<file path="src/rtl/lcd_init_sequencer.sv">
// rtl/lcd_init_sequencer.sv - ROM-driven LCD power-up sequencer
// Walks an init ROM of command/data/delay/end words and feeds bytes to an LCD bus writer.
module lcd_init_sequencer #(
    parameter int ADDR_WIDTH     = 7,
    parameter int DATA_WIDTH     = 16,
    parameter int TICKS_PER_UNIT = 50000
) (
    input  logic                  clk,
    input  logic                  rst,
    input  logic                  start,
    output logic [ADDR_WIDTH-1:0] rom_addr,
    input  logic [DATA_WIDTH-1:0] rom_data,
    output logic                  wr_valid,
    input  logic                  wr_ready,
    output logic [7:0]            wr_byte,
    output logic                  wr_dc,
    output logic                  busy,
    output logic                  done
);
    // Sized for the largest 14-bit delay count times the tick scale.
    localparam int CNT_W = $clog2(16383 * TICKS_PER_UNIT + 1);

    localparam logic [2:0] S_IDLE  = 3'd0;
    localparam logic [2:0] S_FETCH = 3'd1;
    localparam logic [2:0] S_SEND  = 3'd2;
    localparam logic [2:0] S_DELAY = 3'd3;
    localparam logic [2:0] S_DONE  = 3'd4;

    localparam logic [1:0] T_CMD   = 2'd0;
    localparam logic [1:0] T_DATA  = 2'd1;
    localparam logic [1:0] T_DELAY = 2'd2;

    logic [2:0]            r_state;
    logic [ADDR_WIDTH-1:0] r_addr;
    logic [CNT_W-1:0]      r_cnt;
    logic                  r_wr_valid;
    logic [7:0]            r_wr_byte;
    logic                  r_wr_dc;

    logic [1:0]            w_type;
    logic                  w_last_addr;
    logic [CNT_W-1:0]      w_delay_ticks;

    assign w_type        = rom_data[15:14];
    assign w_last_addr   = (r_addr == {ADDR_WIDTH{1'b1}});
    assign w_delay_ticks = CNT_W'(rom_data[13:0]) * CNT_W'(TICKS_PER_UNIT);

    always_ff @(posedge clk or posedge rst) begin
        if (rst) begin
            r_state    <= S_IDLE;
            r_addr     <= '0;
            r_cnt      <= '0;
            r_wr_valid <= 1'b0;
            r_wr_byte  <= 8'h00;
            r_wr_dc    <= 1'b0;
        end else begin
            case (r_state)
                S_IDLE, S_DONE: begin
                    if (start) begin
                        r_addr  <= '0;
                        r_state <= S_FETCH;
                    end
                end
                S_FETCH: begin
                    case (w_type)
                        T_CMD, T_DATA: begin
                            r_wr_byte  <= rom_data[7:0];
                            r_wr_dc    <= w_type[0];
                            r_wr_valid <= 1'b1;
                            r_state    <= S_SEND;
                        end
                        T_DELAY: begin
                            r_cnt   <= w_delay_ticks;
                            r_state <= S_DELAY;
                        end
                        default: r_state <= S_DONE;
                    endcase
                end
                S_SEND: begin
                    if (wr_ready) begin
                        r_wr_valid <= 1'b0;
                        if (w_last_addr) begin
                            r_state <= S_DONE;
                        end else begin
                            r_addr  <= r_addr + 1'b1;
                            r_state <= S_FETCH;
                        end
                    end
                end
                S_DELAY: begin
                    // A zero count still leaves here after one cycle.
                    if (r_cnt < CNT_W'(2)) begin
                        r_cnt <= '0;
                        if (w_last_addr) begin
                            r_state <= S_DONE;
                        end else begin
                            r_addr  <= r_addr + 1'b1;
                            r_state <= S_FETCH;
                        end
                    end else begin
                        r_cnt <= r_cnt - 1'b1;
                    end
                end
                default: r_state <= S_IDLE;
            endcase
        end
    end

    assign rom_addr = r_addr;
    assign wr_valid = r_wr_valid;
    assign wr_byte  = r_wr_byte;
    assign wr_dc    = r_wr_dc;
    assign busy     = (r_state == S_FETCH) || (r_state == S_SEND) || (r_state == S_DELAY);
    assign done     = (r_state == S_DONE);

endmodule

</file>
<file path="config.mk">
export PLATFORM = sky130hd
export DESIGN_NAME = lcd_init_sequencer
export DESIGN_NICKNAME = d
export VERILOG_FILES = /design/src/rtl/lcd_init_sequencer.sv
export SDC_FILE = /design/constraint.sdc
export NUM_CORES = 1
export LEC_CHECK = 0
export ABC_CLOCK_PERIOD_IN_PS = 6900
export CORE_ASPECT_RATIO = 0.7
export CORE_MARGIN = 2
export CORE_UTILIZATION = 43
export CTS_BUF_LIST = sky130_fd_sc_hd__clkbuf_16
export DETAILED_ROUTE_END_ITERATION = 6
export PLACE_DENSITY_LB_ADDON = 0.08
export SYNTH_ARGS = -nofsm -noshare
export SYNTH_HDL_FRONTEND = slang
export SYNTH_SLANG_ARGS = --single-unit
</file>
<file path="constraint.sdc">
create_clock -name clk -period 6.9 [get_ports clk]
set_clock_uncertainty 0.2 [all_clocks]
set_input_delay 0.69 -clock clk [delete_from_list [all_inputs] [get_ports clk]]
set_output_delay 0.69 -clock clk [all_outputs]
set_load 0.05 [all_outputs]
</file>
Word-level counts from Yosys, hierarchy flattened
Index checks and enable logic that the tools add are counted.
{ "classes": {"n_mux": 17, "n_reduce_logical": 14, "n_addsub": 2, "n_mul": 1, "magnitude_cmp": 1, "n_eq_ne": 12} }
{ "op_table": {"columns": ["cell", "n"], "rows": [
  ["$mux 30", 2],
  ["$pmux 30 s2", 1],
  ["$lt 30x2->1 const B", 1],
  ["$sub 30x1->30 const B", 1],
  ["$mux 7", 4],
  ["$mul 14x12->26 const B", 1],
  ["$pmux 7 s3", 1],
  ["$mux 3", 4],
  ["$pmux 3 s4", 1],
  ["$add 7x1->7 const B", 1],
  ["$eq 7x7->1 const B", 1],
  ["$eq 3x2->1 const B", 2],
  ["$ne 2x2->1 const B", 3],
  ["$pmux 3 s2", 1],
  ["$reduce_and 3->1", 2],
  ["$ne 2x1->1 const B", 2],
  ["$reduce_and 2->1", 2],
  ["$reduce_and 4->1", 1],
  ["$reduce_bool 2->1", 2],
  ["$reduce_or 2->1", 2],
  ["$eq 3x1->1 const B", 1],
  ["$eq 3x3->1 const B", 1],
  ["$logic_not 3->1", 1],
  ["$reduce_bool 3->1", 1],
  ["other kinds (6)", 8]
]} }
{ "word_totals": {"word_cells": 53, "output_inout_bits": 19, "reg_bits": 50, "in_bits": 20} }

Longest topological paths before layout
Gate-level depths: netlist of the first run.
{ "logic_depth": {"ltp_word": 4, "ltp_mapped": 17, "depth_no_buf": 17} }

Least setup slack after synthesis of the first run
OpenSTA, ideal clock, no wires.
{ "synth_timing": {"kind": "input port to flip-flop", "startpoint": "input port rom_data[2]", "endpoint": "register r_cnt[28]", "arrival_time_ns": 4.667, "path_buffers": 0, "cell_stages": 16, "setup_ns": 0.134, "t_required_ns": 6.566, "slack_ns": 1.899, "cell_sequence": "ha_1 ha_1 xor2_1 ha_1 fa_1 inv_1 fa_1 inv_1 ha_1 a21o_1 a21oi_1 or4b_1 a32oi_1 o21ai_0 xnor2_1 o21ai_0"} }
{ "synth_between": {"elab_chain_len": 3} }
{ "synth_rtl": {"columns": ["item", "line_no", "text"], "rows": [
  ["from (decl)", "12", "input logic [DATA_WIDTH-1:0] rom_data,"],
  ["$mul 14x12->26", "46", "assign w_delay_ticks = CNT_W'(rom_data[13:0]) * CNT_W'(TICKS_PER_UNIT);"],
  ["$mux 30", "65", "case (w_type)"],
  ["$pmux 30 s2", "57", "case (r_state)"],
  ["to (signal assigned)", "73", "r_cnt <= w_delay_ticks;"],
  ["to (signal assigned)", "101", "r_cnt <= r_cnt - 1'b1;"],
  ["to (decl)", "35", "logic [CNT_W-1:0] r_cnt;"]
]} }
No other way between the ends. The select of a mux whose other input is x is not followed.
A chain may end at the register's enable or synchronous reset.

Worst setup path after layout of the first run
Same ends and word-level chain as after synthesis.

==> results of run 1 <==
power groups by stage:
stage	Sequential, uW	Clock [uW]	Combinational [uW]
after floorplan	663	0	1370
after detailed placement	583	0	1990
final	582	257	2000
after global routing	604	278	2250
after CTS	580	265	2000
after global placement	579	0	1970
through the flow:
step                      setup slack [ns]  hold WS, ns  instances
final                                 1.25        0.290        861
after global routing                 0.939        0.336        861
after CTS                             1.25        0.292        861
after detailed placement             0.964        0.275        853
after global placement                1.08        0.274        853
after floorplan                       1.90        0.250        657
cells by family after synthesis:
| group | Yosys count |
|---|---|
| and+or+nand+nor | 173 |
| AOI/OAI and AO/OA | 155 |
| adders and majority gates | 132 |
| buffers and inverters | 113 |
| DFF | 50 |
| xor gates and xnor gates | 23 |
| muxes | 11 |
layer usage:
layer / GRT usage, % / part of all wire, % / vias to the layer above
li1: - / - / 2367
met1: 34.0 / 55 / 2287
met2: 29.4 / 39 / 103
met3: 4.51 / 5.0 / 9
met4: 4.19 / 0.90 / 0
met5: 0 / 0 / -
cells in the mapped netlist, types with 8 or more instances:
| master | n | area share, % |
|---|---|---|
| ha_1 | 100 | 22 |
| inv_1 | 100 | 6.5 |
| o21ai_0 | 65 | 5.6 |
| dfrtp_1 | 50 | 22 |
| nand2_1 | 39 | 2.5 |
| nor2_1 | 36 | 2.3 |
| a21oi_1 | 33 | 2.9 |
| fa_1 | 32 | 11 |
| nor3_1 | 25 | 2.2 |
| xnor2_1 | 16 | 2.4 |
| nand3_1 | 14 | 1.2 |
| mux2_2 | 10 | 1.9 |
| nand2b_1 | 9 | 0.97 |
| clkbuf_1 | 8 | 0.52 |
cell type report:
cell class | instances | area (um^2)
fillers | 1253 | 6650
multi-input cells | 494 | 4090
flip-flops and latches | 50 | 1250
repair buffers | 43 | 418
inverters | 100 | 375
well taps | 166 | 208
clock buffers | 5 | 125
clock inverters | 3 | 21.3
worst paths after layout:
kind                             startpoint    endpoint  slack [ns]  depth (start not counted)
worst max-delay path            rom_data[2]   r_cnt[28]        1.25                         17
worst min-delay path              r_cnt[12]   r_cnt[12]        0.29                          2
worst max register to register    r_cnt[25]   r_cnt[21]        3.52                          7
worst min register to register    r_cnt[12]   r_cnt[12]        0.29                          2
max in group asynchronous               rst   r_cnt[26]        5.34                          3
min in group asynchronous               rst  wr_byte[3]        0.37                          2
flip-flops by register name, summed over array words and instances, names as in the netlist:
name	cells
wr_valid	1
r_cnt	30
wr_dc	1
wr_byte	8
rom_addr	7
r_state	3
critical path: cells and delay by family:
family / cells / cell delay, ns
compound gates: 5 / 0.98
xor+xnor: 2 / 0.33
fa+ha+maj: 6 / 2.47
buf+inv: 3 / 0.62
simple gates: 1 / 0.53
==> results.tsv, run 1 <==
stage	metric	value	unit
detailed_routing	DRT Wirelength	14400	um
run_status	status	completed	
power_and_ir_drop	Power Dens Cells	437	mW/mm^2
timing	min cycle time layout	5.65	ns
clock_tree	# Post-CTS Setup Buffers	0	
synth	largest family of logic cells by synthesized area	adder cells	
detailed_routing	via count	4766	
timing	fmax	0.177	GHz
worst_setup_path	Worst path max stage delay	0.54	ns
synth	Mapped Area	0.00578	mm^2
worst_setup_path	most frequent CP cell	ha_1	
cells_and_area	P&R area growth vs syn	12.4	%
power_and_ir_drop	Int Power	1340	uW
placed_design	placed cell areas	0.00635	mm^2
timing	Slew @ Worst Pin	0.994	ns
synth	Primary FF master, synth	dfrtp_1	
synth	post-synthesis compound-gate area fraction	16.3	%
synth	synthesized netlist cell count	657	
worst_setup_path	CP Class	input port to flip-flop	
clock_tree	# H-tree levels	2	
power_and_ir_drop	Worst VDD drop	0.000206	V
floorplan	Die H	101	um
timing	final setup fails	0	
floorplan	I/O pin count	39	
cells_and_area	commonest non-fill, non-tap cell in the layout	ha_1	
power_and_ir_drop	share of total power in combinational logic	70.4	%
floorplan	DIE WIDTH	143	um
cells_and_area	layout cells sized above 1	5.47	%
detailed_routing	routed len/inst	16.7	um
floorplan	row count	35	
timing	setup TNS	0	ns
cells_and_area	Design Area, Final	0.00649	mm^2
power_and_ir_drop	total power	2840	uW
timing	Final Cycle Share	81.8	%
worst_setup_path	Req. time, crit path	6.86	ns
worst_setup_path	crit path DAT	5.61	ns
synth	Post-Synth Adder-Cell Area	32.7	%
power_and_ir_drop	LEAKAGE	0.00305	uW
floorplan	die area	0.0144	mm^2
power_and_ir_drop	sequential power share	20.5	%
cells_and_area	antenna cells	0	
cells_and_area	Core Util, Final	49.4	%
worst_setup_path	Setup crit end kind	flip-flop	
worst_setup_path	CP cell instances	clkdlybuf4s50_1 -> ha_1 -> ha_1 -> xor2_1 -> ha_1 -> fa_1 -> inv_1 -> fa_1 -> inv_1 -> ha_1 -> a21o_1 -> a21oi_1 -> or4b_1 -> a32oi_1 -> o21ai_0 -> xnor2_1 -> o21ai_0	
timing	Final Hold Fails	0	
power_and_ir_drop	clock share of power	9.1	%
detailed_routing	antenna-violating nets left	0	
clock_tree	clk buf depth	2	
cells_and_area	commonest cells after routing, fill and taps aside	ha_1 (100), inv_1 (99), o21ai_0 (65)	
placed_design	DP Wirelength	11800	um
placed_design	PortBufs	38	
detailed_routing	first drt pass iteration count	5	
synth	Ys Warns	0	
synth	FF+latch count, synth	50	
synth	Post-Synth Simple-Gate Area	16.2	%
global_routing	initial antenna violation count	0	
synth	Syn Area/Cell	8.79	um^2
hold_path	HP Class	flip-flop to flip-flop	
global_routing	total congestion overflow	0	
run	Max Cap Violations	0	
clock_tree	CTS Buf Count	5	
synth	post-synthesis mux area share	2.12	%
global_routing	Tot GR Track Use	21.4	%
floorplan	core area	0.0131	mm^2
synth	Synth cell types	63	
timing	final-report max-slew violation count	0	
detailed_routing	Initial DRC Count	257	
timing	RSZ-0062 raised after global routing	false	
detailed_routing	Vias per Instance	5.54	
placed_design	GP Congestion	0.902	
synth	post-synthesis sequential area ratio	21.7	%
clock_tree	post_cts resized	0	
detailed_routing	DRC errors left	0	
floorplan	starting density of the core	44.0	%
clock_tree	Worst-path clk slew	0.07	ns
synth	Net Count, Synth	809	
global_routing	pin count of the biggest net entering global routing	46	
clock_tree	CTS tree	done	
power_and_ir_drop	sw frac	52.7	%
worst_setup_path	Max FO, Critical Path	6	
global_routing	first-pass GRT wire length	24000	um
power_and_ir_drop	Sw Pwr	1500	uW
worst_setup_path	CP Launch Type	input port	
clock_tree	clock sinks	50	
timing	max_slew headroom	33.2	%
clock_tree	clk root buf	clkbuf_16	
synth	post-synthesis async set-or-reset flop share	100	%
synth	Post-Synth XOR/XNOR Area	3.49	%
clock_tree	Clk Latency, worst-skew pair	0.30	ns
synth	Post-synth EDFFs	0	
worst_setup_path	slowest library cell on the worst path	fa_1	
global_routing	vias in the first global route	4632	
cells_and_area	nets	846	
clock_tree	hold buffers post-CTS	0	
(Power assumes the default switching activity.)
==> run 2: changes to the inputs <==
- ABC_CLOCK_PERIOD_IN_PS: 6900 -> 5200
- clock period: 6.9 -> 5.2 ns (I/O delays scaled with it)
==> run 2 against run 1 <==
Net effect: cell area rose by 7.5%; die area did not move; register-to-register slack got worse by 1.5 ns; via count rose by 6.8%; clock-buffer cell count did not move; routed wire length rose by 5.8%; critical path type unchanged; largest power group unchanged.
==> results.tsv, run 2 (synthesis results as in run 1) <==
stage	metric	value	unit	change
clock_tree	clk root buf	clkbuf_16		
worst_setup_path	Critical Path Source	rom_data[11]		
worst_setup_path	crit path DAT	5.02	ns	-0.59 ns
timing	final-report max-slew violation count	0		unchanged
power_and_ir_drop	total power	4090	uW	+44%
hold_path	HP Class	flip-flop to flip-flop		
global_routing	global routing usage on met3	3.14	%	-1.4 points
clock_tree	clk buf depth	2		unchanged
clock_tree	# H-tree levels	2		unchanged
cells_and_area	max reg flops	30		unchanged
worst_setup_path	Setup crit end kind	flip-flop		
global_routing	layer with the highest usage	met1		
global_routing	first-pass GRT wire length	25400	um	+5.5%
power_and_ir_drop	LEAKAGE	0.00335	uW	+9.6%
detailed_routing	via count	5091		+6.8%
timing	max_slew headroom	26.3	%	-6.9 points
global_routing	pin count of the biggest net entering global routing	51		+11%
cells_and_area	fill cell count	1209		-3.5%
clock_tree	clock sinks	50		unchanged
floorplan	core area	0.0131	mm^2	unchanged
global_routing	M2 GR Usage	32.0	%	+2.5 points
floorplan	DIE WIDTH	143	um	unchanged
clock_tree	hold buffers post-CTS	0		unchanged
timing	final setup fails	0		unchanged
detailed_routing	DRC errors left	0		unchanged
worst_setup_path	worst reg2reg setup slack	2.04	ns	-1.48 ns
clock_tree	Clk Latency, worst-skew pair	0.30	ns	about the same
cells_and_area	Top reg by flops	r_cnt		
clock_tree	CTS tree	done		
timing	RSZ-0062 raised after global routing	false		
placed_design	DP Wirelength	12400	um	+5.7%
worst_setup_path	Max FO, Critical Path	5		-1
timing	min cycle time layout	5.01	ns	
cells_and_area	commonest non-fill, non-tap cell in the layout	inv_1		
worst_setup_path	CP Class	input port to flip-flop		
cells_and_area	layout cells sized above 1	14.0	%	+8.5 points
global_routing	initial antenna violation count	0		unchanged
worst_setup_path	Req. time, crit path	5.21	ns	-1.65 ns
timing	Final Hold Fails	0		unchanged
run_status	status	completed		
clock_tree	Worst-path clk slew	0.07	ns	about the same
detailed_routing	first drt pass iteration count	4		-1
detailed_routing	Initial DRC Count	277		+7.8%
placed_design	PortBufs	38		unchanged
clock_tree	CTS Buf Count	5		unchanged
cells_and_area	commonest cells after routing, fill and taps aside	inv_1 (99), ha_1 (97), o21ai_0 (63)		
run	Max Cap Violations	0		unchanged
worst_setup_path	reg2reg end	r_cnt[24]		
timing	setup TNS	0	ns	unchanged
cells_and_area	antenna cells	0		unchanged
floorplan	I/O pin count	39		unchanged
power_and_ir_drop	Worst VDD drop	0.000311	V	+51%
detailed_routing	antenna-violating nets left	0		unchanged
global_routing	GR Util met1	35.5	%	+1.5 points
timing	Slew @ Worst Pin	1.11	ns	+0.112 ns
timing	fmax	0.199	GHz	
global_routing	vias in the first global route	4984		+7.6%
detailed_routing	routed len/inst	16.6	um	-0.58%
cells_and_area	P&R area growth vs syn	20.8	%	
floorplan	starting density of the core	44.0	%	unchanged
floorplan	row count	35		unchanged
power_and_ir_drop	Power Dens Cells	586	mW/mm^2	+34%
worst_setup_path	worst-case reg-to-reg path depth	6		-1
floorplan	Die H	101	um	unchanged
worst_setup_path	RR Startpoint	r_state[1]		
global_routing	total congestion overflow	0		unchanged
detailed_routing	DRT Wirelength	15200	um	+5.8%
placed_design	GP Congestion	0.893		-0.93%
worst_setup_path	critical path endpoint	r_cnt[29]		
detailed_routing	Vias per Instance	5.56		+0.41%
timing	Final Cycle Share	96.4	%	
floorplan	die area	0.0144	mm^2	unchanged
cells_and_area	nets	901		+6.5%
worst_setup_path	CP Launch Type	input port		
global_routing	Tot GR Track Use	22.2	%	+0.78 points
[run 2: critical path, stage by stage]
cell and delay (ns):
clkdlybuf4s50_1 0.57, ha_1 0.27, ha_1 0.32, inv_1 0.07, fa_1 0.53, inv_1 0.05
fa_1 0.53, inv_1 0.06, fa_1 0.53, inv_1 0.04, ha_1 0.31, or3_1 0.30
o21ai_0 0.09, a21o_1 0.24, nor2_2 0.08, o41a_1 0.37, o211ai_1 0.15
[run 2: worst min-delay path by stage]
stage / start / endpoint / slack (ns) / depth (start not counted)
after detailed placement: r_cnt[12] / r_cnt[12] / 0.28 / 2
after global routing: wr_byte[5] / wr_byte[5] / 0.33 / 1
after floorplan: r_cnt[12] / r_cnt[12] / 0.25 / 2
after global placement: r_cnt[12] / r_cnt[12] / 0.26 / 2
final: r_cnt[12] / r_cnt[12] / 0.31 / 2
after CTS: r_cnt[12] / r_cnt[12] / 0.30 / 2
[run 2: per-stage QoR]
stage / cells / setup slack [ns] / utilization, % / hold WS [ns] / instance area, um^2
after floorplan: 657 / 0.369 / - / 0.250 / 5780
after global placement: 907 / -0.228 / 51.4 / 0.265 / 6750
after detailed placement: 907 / -0.276 / 51.4 / 0.282 / 6750
after CTS: 915 / 0.0434 / 52.5 / 0.300 / 6900
after global routing: 916 / 0.00985 / 53.1 / 0.335 / 6980
final: 916 / 0.187 / 53.1 / 0.306 / 6980
[run 2: routing by layer]
| layer | vias up | wire length [um] |
|---|---|---|
| met5 | - | 0 |
| met3 | 10 | 680 |
| met4 | 0 | 102 |
| met1 | 2482 | 8240 |
| li1 | 2480 | - |
| met2 | 119 | 6200 |
[run 2: cell type report]
type                    count  area, um^2  area share, %
flip-flops and latches     50        1250           17.9
clock buffers               5         125           1.79
clock inverters             3        21.3          0.305
multi-input cells         494        4160           59.6
repair buffers             98         836           12.0
well taps                 166         208           2.98
inverters                 100         375           5.38
[run 2: what timing repair did]
action | 4_1_cts | 5_1_grt
setup buffers | 0 | 1
resized for setup | 0 | 16
endpoints found under the setup margin | 0 | 8
[run 2: where the power goes]
group	leakage (uW)	switching, uW	internal [uW]	total, uW
Sequential	0.000616	198	573	771
Combinational	0.00266	1700	1280	2980
Clock	0.0000698	158	179	337
==> run 3: changes to the inputs <==
- ABC_AREA: default -> 1
- DONT_BUFFER_PORTS: default -> 1
- GPL_ROUTABILITY_DRIVEN: default -> 0
==> run 3 against run 2 <==
Net effect: routed wire length up 7.0%; clock power up 16%; final cell count up 23%; clock-buffer cell count unchanged; sequential share of layout area about the same; die area up 14%; global-route usage down 0.65 points; maximum frequency up 14%; setup slack better by 0.63 ns; synthesized cell count up 42%.
==> results.tsv, run 3 <==
stage	metric	value	unit	change
global_routing	pin count of the biggest net entering global routing	43		-16%
power_and_ir_drop	Power Dens Cells	332	mW/mm^2	-43%
cells_and_area	post-route insts no fill	1128		+23%
floorplan	die area	0.0164	mm^2	+14%
synth	post-synthesis async set-or-reset flop share	100	%	unchanged
synth	Synth top area share	18.9	%	-2.7 points
synth	Ys Warns	0		unchanged
worst_setup_path	worst path bufs/invs	6		+1
cells_and_area	P&R area growth vs syn	5.34	%	
cells_and_area	max reg flops	30		unchanged
worst_setup_path	worst-case reg-to-reg path depth	11		+5
cells_and_area	layout cells sized above 1	5.68	%	-8.3 points
clock_tree	CTS Buf Count	5		unchanged
worst_setup_path	worst reg2reg setup slack	2.84	ns	+0.80 ns
hold_path	Hold Path Cell Cnt	1		-1
cells_and_area	nets	1084		+20%
global_routing	Tot GR Track Use	21.5	%	-0.65 points
run_status	status	completed		
worst_setup_path	crit-path leading delay family	adder cells		
timing	Final Hold Fails	0		unchanged
detailed_routing	antenna-violating nets left	0		unchanged
clock_tree	post_cts resized	0		unchanged
timing	final setup fails	0		unchanged
synth	Primary FF master, synth	dfrtp_1		
cells_and_area	commonest cells after routing, fill and taps aside	nand2_1 (230), inv_1 (187), ha_1 (100)		
global_routing	total congestion overflow	0		unchanged
clock_tree	clk buf depth	2		unchanged
global_routing	vias in the first global route	5408		+8.5%
worst_setup_path	Worst path max stage delay	0.53	ns	-0.04 ns
synth	Post-synth EDFFs	0		unchanged
placed_design	DP Wirelength	13800	um	+11%
run	Max Cap Violations	0		unchanged
timing	fmax	0.228	GHz	+14%
detailed_routing	DRC errors left	0		unchanged
worst_setup_path	reg2reg end	r_cnt[28]		
synth	Synth area leaders	dfrtp_1 (19%), ha_1 (19%), nand2_1 (13%), inv_1 (11%), fa_1 (9.7%)		
timing	Final Cycle Share	84.3	%	-12 points
clock_tree	Clk Latency, worst-skew pair	0.30	ns	about the same
worst_setup_path	crit path DAT	4.38	ns	-0.64 ns
worst_setup_path	Req. time, crit path	5.20	ns	about the same
synth	Syn Area/Cell	7.08	um^2	-20%
timing	final-report max-slew violation count	0		unchanged
synth	biggest area consumer among synthesized cells	dfrtp_1		
synth	post-synthesis sequential area ratio	18.9	%	-2.7 points
clock_tree	clk root buf	clkbuf_16		
worst_setup_path	Max FO, Critical Path	5		unchanged
synth	synthesized netlist cell count	934		+42%
clock_tree	CTS tree	done		
hold_path	HP Class	input port to flip-flop		
timing	setup TNS	0	ns	unchanged
detailed_routing	Initial DRC Count	388		+40%
timing	min cycle time layout	4.39	ns	-0.627 ns
floorplan	core area	0.0149	mm^2	+13%
floorplan	DIE WIDTH	152	um	+6.8%
worst_setup_path	slowest library cell on the worst path	fa_1		
clock_tree	clock sinks	50		unchanged
detailed_routing	routed len/inst	14.4	um	-13%
power_and_ir_drop	Worst VDD drop	0.000169	V	-46%
detailed_routing	first drt pass iteration count	6		+2
placed_design	placed cells	1119		+23%
detailed_routing	Vias per Instance	4.92		-11%
hold_path	worst hold start	rom_data[7]		
timing	RSZ-0062 raised after global routing	false		
placed_design	PortBufs	0		-100%
worst_setup_path	RR Startpoint	r_cnt[0]		
floorplan	row count	37		+5.7%
clock_tree	Worst-path clk slew	0.07	ns	about the same
detailed_routing	via count	5550		+9.0%
timing	max_slew headroom	41.0	%	+15 points
detailed_routing	DRT Wirelength	16300	um	+7.0%
cells_and_area	Top reg by flops	r_cnt		
worst_setup_path	CP cell instances	ha_1 -> ha_1 -> inv_1 -> fa_1 -> inv_1 -> fa_1 -> inv_1 -> fa_1 -> inv_1 -> ha_1 -> nand2_1 -> nor2_1 -> inv_1 -> nor2_1 -> nand3_1 -> nand3_1 -> nand2_1 -> inv_1 -> nor2_1 -> nor2_1 -> nor2_1		
timing	Slew @ Worst Pin	0.881	ns	-0.224 ns
worst_setup_path	CP Class	input port to flip-flop		
synth	Synth cell types	43		-32%
synth	Net Count, Synth	1086		+34%
hold_path	Hold Path End	wr_byte[7]		
worst_setup_path	most frequent CP cell	inv_1		
worst_setup_path	Setup crit end kind	flip-flop		
clock_tree	# H-tree levels	2		unchanged
synth	cell with the most instances after synthesis	nand2_1		
global_routing	first-pass GRT wire length	28000	um	+11%
floorplan	starting density of the core	44.5	%	+0.50 points
floorplan	I/O pin count	39		unchanged
synth	top post-synthesis cells by count	nand2_1 (230), inv_1 (188), ha_1 (100), nor2_1 (94), nand3_1 (61)		
floorplan	Die H	108	um	+6.7%
synth	Mapped Area	0.00661	mm^2	+14%
synth	FF+latch count, synth	50		unchanged
cells_and_area	commonest non-fill, non-tap cell in the layout	nand2_1		
global_routing	initial antenna violation count	0		unchanged
worst_setup_path	CP Launch Type	input port		
power_and_ir_drop	LEAKAGE	0.00388	uW	+16%
cells_and_area	antenna cells	0		unchanged
==> run 3: area by class of cell <==
type / instances / area (um^2)
Clock buffer: 5 / 125
Clock inverter: 3 / 48.8
Fill cell: 1564 / 7900
Inverter: 193 / 729
Multi-Input combinational cell: 679 / 4540
Sequential cell: 50 / 1250
Tap cell: 195 / 244
Timing Repair Buffer: 3 / 25.0
==> run 3: per-stage QoR <==
stage	area [um^2]	util (%)	power, uW	setup WS [ns]	hold slack, ns
floorplan	6610	-	1560	0.916	0.271
global placement	6780	45.6	1920	0.518	0.112
detailed placement	6780	45.6	1920	0.514	0.111
CTS	6960	46.9	2320	0.829	0.163
global route	6960	46.9	2610	0.570	0.156
finish	6960	46.9	2310	0.814	0.173
==> run 3: repair_timing <==
action,in CTS,in global routing
endpoints found under the hold margin,8,0
buffers inserted,0,0
hold buffers,1,0
==> run 3: logic make-up after synthesis <==
logic type | count (synthesis) | synth area share (%)
AO/OA/AOI/OAI | 82 | 7.08
XOR/XNOR | 18 | 2.38
adder cells (fa/ha/maj) | 132 | 28.6
buffers and inverters | 205 | 12.4
flip-flops | 50 | 18.9
multiplexers | 9 | 1.53
AND/OR/NAND/NOR | 438 | 29.1
==> run 3: how the worst max path moves through the flow <==
stage | start | end | slack (ns) | cells after the start
2_1_floorplan | rom_data[10] | r_cnt[25] | 0.92 | 20
6_report | rom_data[4] | r_cnt[28] | 0.81 | 21
3_5_place_dp | rom_data[4] | r_cnt[28] | 0.51 | 21
3_3_place_gp | rom_data[4] | r_cnt[28] | 0.52 | 21
5_1_grt | rom_data[10] | r_cnt[28] | 0.57 | 20
4_1_cts | rom_data[4] | r_cnt[28] | 0.83 | 20
==> run 3: power by group <==
| part | total (uW) | switching [uW] | internal, uW |
|---|---|---|---|
| sequential | 412 | 12.3 | 400 |
| combinational | 1510 | 990 | 516 |
| clock | 391 | 160 | 231 |
| total | 2310 | 1160 | 1150 |
==> run 3: worst reg2reg max path: cells and delay by family, from the launching register on <==
family	cells	cell delay [ns]
flops	1	0.36
fa+ha+maj	1	0.21
buf+inv	1	0.11
simple gates	9	1.39
==> run 3: per-layer routing <==
layer  global-route usage [%]  vias up  share of wire [%]
li1                         -     2931                  -
met1                     34.4     2493                 56
met2                     29.3      119                 36
met3                     4.91        7                7.4
met4                     2.87        0               0.55
met5                        0        -                  0
